## src/rtl/cacheline_adapter.sv

```systemverilog
// cacheline_adapter
// Bridges the cache's single-beat 256-bit line port to a 64-bit burst memory.
// Each line read or write from the cache becomes a 4-beat burst; the cache
// gets a one-cycle resp_o when the whole line has been moved.
//
// Ports
//   clk, rst     clock and synchronous active-high reset
//   address_i    line request address from the cache
//   line_i       line write data from the cache
//   line_o       assembled line read data to the cache
//   read_i       line read request
//   write_i      line write request
//   resp_o       one-cycle completion pulse to the cache
//   address_o    line-aligned burst address to memory
//   burst_i      read beat data from memory
//   burst_o      write beat data to memory
//   read_o       burst read request
//   write_o      burst write request
//   resp_i       per-beat acknowledge from memory
module cacheline_adapter #(
  parameter int s_offset = 5,
  parameter int s_line   = 256,
  parameter int s_burst  = 64
) (
  input  logic                clk,
  input  logic                rst,
  input  logic [31:0]         address_i,
  input  logic [s_line-1:0]   line_i,
  output logic [s_line-1:0]   line_o,
  input  logic                read_i,
  input  logic                write_i,
  output logic                resp_o,
  output logic [31:0]         address_o,
  input  logic [s_burst-1:0]  burst_i,
  output logic [s_burst-1:0]  burst_o,
  output logic                read_o,
  output logic                write_o,
  input  logic                resp_i
);

  localparam int beats = s_line / s_burst;
  localparam int cw    = $clog2(beats);
  localparam logic [cw-1:0] last_beat = cw'(beats - 1);
  // Clears the byte-offset bits so the burst always starts on a line boundary.
  localparam logic [31:0] addr_mask = ~((32'd1 << s_offset) - 32'd1);

  typedef enum logic [1:0] {IDLE, READ, WRITE, DONE} state_t;

  state_t             state;
  logic [cw-1:0]      count;
  logic [s_line-1:0]  rd_buf;
  logic [s_line-1:0]  wr_line;

  // Single FSM: all outputs are registered. The beat counter only advances on
  // resp_i, so memory may insert any number of idle cycles between beats.
  // On the final read beat the line is assembled from the buffered lower beats
  // plus the beat arriving this cycle, so line_o is valid together with resp_o.
  always_ff @(posedge clk) begin
    if (rst) begin
      state     <= IDLE;
      count     <= '0;
      rd_buf    <= '0;
      wr_line   <= '0;
      line_o    <= '0;
      address_o <= '0;
      burst_o   <= '0;
      read_o    <= 1'b0;
      write_o   <= 1'b0;
      resp_o    <= 1'b0;
    end else begin
      case (state)
        IDLE: begin
          resp_o <= 1'b0;
          count  <= '0;
          // Read has priority when both requests are raised together.
          if (read_i) begin
            address_o <= address_i & addr_mask;
            read_o    <= 1'b1;
            state     <= READ;
          end else if (write_i) begin
            address_o <= address_i & addr_mask;
            wr_line   <= line_i;
            burst_o   <= line_i[s_burst-1:0];
            write_o   <= 1'b1;
            state     <= WRITE;
          end
        end

        READ: begin
          if (resp_i) begin
            rd_buf[count * s_burst +: s_burst] <= burst_i;
            if (count == last_beat) begin
              line_o <= {burst_i, rd_buf[s_line-s_burst-1:0]};
              count  <= '0;
              read_o <= 1'b0;
              resp_o <= 1'b1;
              state  <= DONE;
            end else begin
              count <= count + 1'b1;
            end
          end
        end

        WRITE: begin
          // burst_o is preloaded with the next beat so it is already stable
          // when memory looks at it, and it holds through ack gaps.
          if (resp_i) begin
            if (count == last_beat) begin
              count   <= '0;
              burst_o <= '0;
              write_o <= 1'b0;
              resp_o  <= 1'b1;
              state   <= DONE;
            end else begin
              burst_o <= wr_line[(int'(count) + 1) * s_burst +: s_burst];
              count   <= count + 1'b1;
            end
          end
        end

        DONE: begin
          resp_o <= 1'b0;
          state  <= IDLE;
        end

        default: begin
          state <= IDLE;
        end
      endcase
    end
  end

endmodule

```

## config.mk

```make
export PLATFORM = sky130hd
export DESIGN_NAME = cacheline_adapter
export DESIGN_NICKNAME = d
export VERILOG_FILES = /design/src/rtl/cacheline_adapter.sv
export SDC_FILE = /design/constraint.sdc
export NUM_CORES = 2
export LEC_CHECK = 0
export ABC_AREA = 0
export BUFFER_PORTS_ARGS = -buffer_cell sky130_fd_sc_hd__buf_2
export CAP_MARGIN = 20
export CORE_AREA = 2 2 278 280
export DETAILED_ROUTE_END_ITERATION = 6
export DIE_AREA = 0 0 280 282
export PLACE_DENSITY = 0.63
export SLEW_MARGIN = 40
export SYNTH_ARGS = -nofsm -noshare
export SYNTH_HDL_FRONTEND = slang
export SYNTH_SLANG_ARGS = --single-unit
```

## constraint.sdc

```tcl
create_clock -name clk -period 3.6 [get_ports clk]
set_input_delay 0.72 -clock clk [delete_from_list [all_inputs] [get_ports clk]]
set_output_delay 0.72 -clock clk [all_outputs]
set_load 0.05 [all_outputs]
```

==> insert_results.sql <==
INSERT INTO impl_metrics (metric_group, metric, value, unit) VALUES
('critical_path', 'crit_chain', 'inv_1 -> ha_1 -> mux2i_1 -> a211oi_4 -> buf_12 -> nor2_1 -> a311oi_2', ''),
('run_status', 'status', 'finished clean', ''),
('sta', 'hold_violations', '0', ''),
('clock_tree', 'clockBufferDepth', '3', ''),
('clock_tree', 'cts-root-buf', 'sky130_fd_sc_hd__clkbuf_16', ''),
('power', 'internal_power', '0.0157', 'W'),
('critical_path', 'critPathArrivalTime', '3.07', 'ns'),
('layout', 'final_core_utilization', '0.468', ''),
('critical_path', 'critical_path_launch_point_type', 'register', ''),
('floorplan', 'die-height', '282', 'µm'),
('power', 'total_switching_power', '0.00838', 'W'),
('floorplan', 'start_util', '0.375', ''),
('drt', 'vias', '25500', ''),
('power', 'comb_power_share', '0.261', ''),
('drt', 'antenna_violating_nets_post_route', '0', ''),
('synthesis', 'synth_cell_types', '40', ''),
('critical_path', 'timing.setup.critical_path_class', 'reg2reg', ''),
('job', 'max_cap_viol', '0', ''),
('drt', 'vias_per_cell', '5.07', ''),
('clock_tree', 'worst_skew_pair.late_latency', '0.63', 'ns'),
('floorplan', 'io-pin-count', '712', ''),
('power', 'pwr-share-seq', '0.391', ''),
('critical_path', 'slowest_delay', '0.70', 'ns'),
('critical_path', 'setup.worst_path.end_class', 'register', ''),
('synthesis', 'yosys_most_used_dff', 'sky130_fd_sc_hd__dfxtp_1', ''),
('floorplan', 'core.rowCount', '101', ''),
('sta', 'clock_skew', '0.0379', 'ns'),
('critical_path', 'rr_endpoint', 'burst_o[58]', ''),
('power', 'power.density_cell_area', '680', 'mW/mm²'),
('sta', 'finalSetupViolations', '0', ''),
('placement', 'placed_cells', '4869', ''),
('clock_tree', 'post_cts.repair.setup_buffers', '0', ''),
('placement', 'placement.setup.worst_slack', '0.920', 'ns'),
('sta', 'worst-slew-pin-transition', '0.844', 'ns'),
('clock_tree', 'cts_made_buffers', '79', ''),
('power', 'power_leakage', '13.6', 'nW'),
('drt', 'drt_wirelength', '91000', 'µm'),
('sta', 'post-route-period-util', '0.713', ''),
('global_route', 'grt-ovfl-total', '0', ''),
('sta', 'period_minus_slack', '2.57', 'ns'),
('global_route', 'first_global_vias', '23300', ''),
('layout', 'areaGrowthSynthToFinish', '24.8', '%'),
('layout', 'final_cells', '5027', ''),
('clock_tree', 'tritoncts', 'done', ''),
('layout', 'nNetsFinal', '4340', ''),
('floorplan', 'standard_cell_core_area', '0.0757', 'mm²'),
('synthesis', 'netlist_top_cells_area', 'sky130_fd_sc_hd__dfxtp_1, sky130_fd_sc_hd__nand2_1, sky130_fd_sc_hd__a21oi_1', ''),
('floorplan', 'die_w', '280', 'µm'),
('sta', 'final_critical_path_setup_slack', '1.03', 'ns'),
('critical_path', 'r2r_start', 'state[0]', ''),
('clock_tree', 'postCtsHoldBufs', '0', ''),
('min_path', 'worst_hold_path_type', 'in2reg', ''),
('placement', 'portBuffers', '701', ''),
('placement', 'dp_hpwl', '60400', 'µm'),
('global_route', 'maximum_number_of_pins_on_one_net_before_global_route_repair', '130', ''),
('drt', 'drt_iter0_markers', '1985', ''),
('synthesis', 'post_synth_top_cells', 'sky130_fd_sc_hd__nand2_1, sky130_fd_sc_hd__dfxtp_1, sky130_fd_sc_hd__a21oi_1', ''),
('synthesis', 'synth-edff-count', '0', ''),
('synthesis', 'synth_area', '0.0284', 'mm²'),
('critical_path', 'worst-r2r-cell-count', '7', ''),
('power', 'clock_power_share', '0.348', ''),
('clock_tree', 'clock_sinks', '738', ''),
('global_route', 'antenna_found_initial', '24', ''),
('sta', 'drv_slew', '0', ''),
('global_route', 'grt_util_all_layers', '0.218', ''),
('min_path', 'hold-path-cell-count', '3', ''),
('placement', 'place.gp.congestion', '0.845', ''),
('clock_tree', 'register_clock_pin_slew_on_the_reported_worst_setup_and_hold_paths', '0.06', 'ns'),
('synthesis', 'ys_seq_area_frac', '0.520', ''),
('power', 'max-vdd-ir-drop', '0.550', 'mV'),
('drt', 'firstDrtPassIters', '6', '');
==> final cells by class <==
type,instances,area (µm²),area share
Multi-Input combinational cell,2384,12300,0.348
Tap cell,978,1220,0.0345
Antenna cell,14,35.0,0.000988
Sequential cell,738,14800,0.417
Inverter,5,18.8,0.000530
Timing Repair Buffer,765,4350,0.123
Clock inverter,27,365,0.0103
Clock buffer,116,2340,0.0659
==> routing by layer <==
metal	track usage	wire, µm	up-vias
met3	0.0558	7030	149
li1	-	-	12600
met2	0.359	43100	791
met5	0	131	-
met1	0.282	38800	11900
met4	0.0631	2020	20
==> kinds of logic after synthesis <==
group | synth area share
and+or+nand+nor | 0.222
AOI/OAI and AO/OA | 0.202
DFF | 0.520
buffers and inverters | 0.0497
adders and majority gates | 0.00441
muxes | 0.00176
other | 0.000132
==> worst min-delay path: stages <==
cell and delay, ns:
sky130_fd_sc_hd__buf_2 0.09, sky130_fd_sc_hd__nand2_1 0.04, sky130_fd_sc_hd__a21oi_1 0.05
==> flip-flops by register name (all words and copies together), names as in the netlist <==
signal / count
count: 2
line_o: 256
wr_line: 192
write_o: 1
burst_o: 64
rd_buf: 192
read_o: 1
address_o: 27
resp_o: 1
state: 2
==> power by group through the flow <==
stage | registers, W | logic [W] | clock network (W)
floorplan | 0.0111 | 0.00299 | 0
global placement | 0.00957 | 0.00624 | 0
detailed placement | 0.00958 | 0.00631 | 0
CTS | 0.00941 | 0.00632 | 0.00856
global route | 0.00949 | 0.00674 | 0.00888
finish | 0.00942 | 0.00629 | 0.00839
==> worst max path at each step <==
stage                     startpoint  cells after the start  slack (ns)     endpoint
after global placement        resp_i                      6        0.99  burst_o[42]
after floorplan             count[1]                      9        1.28  rd_buf[132]
final                       state[0]                      7        1.03  burst_o[58]
after detailed placement      resp_i                      6        0.92  burst_o[39]
after CTS                   state[0]                      7        1.04  burst_o[58]
after global routing        state[0]                      7        0.86  burst_o[58]
==> cells in the final DEF (no fill, tap or decap), drive strengths merged <==
master / synthesis / layout
a211oi: 3 / 3
a21o: 1 / 1
a21oi: 605 / 605
a22oi: 130 / 130
a2bb2oi: 1 / 1
a311oi: 64 / 64
a32oi: 2 / 2
and3: 2 / 2
buf: 118 / 765
bufinv: 0 / 5
clkbuf: 188 / 116
clkinv: 0 / 17
clkinvlp: 0 / 1
conb: 1 / 5
dfxtp: 738 / 738
diode: 0 / 14
ha: 10 / 10
inv: 5 / 9
mux2i: 5 / 5
nand2: 1015 / 1015
nand2b: 131 / 131
nand3: 66 / 66
nand3b: 1 / 1
nor2: 204 / 204
nor2b: 2 / 2
nor3: 64 / 64
nor3b: 2 / 2
nor4: 1 / 1
nor4b: 1 / 1
o211ai: 64 / 64
o21a: 1 / 1
o21ai: 2 / 2
or2: 1 / 1
or3: 1 / 1
==> per-stage QoR <==
stage	area (µm²)	hold slack [ns]
6_report	35400	0.325
5_1_grt	35400	0.306
4_1_cts	35400	0.276
3_5_place_dp	32700	0.441
3_3_place_gp	32700	0.438
2_1_floorplan	28400	0.432
Note: power is estimated with default switching activity, not from simulation.
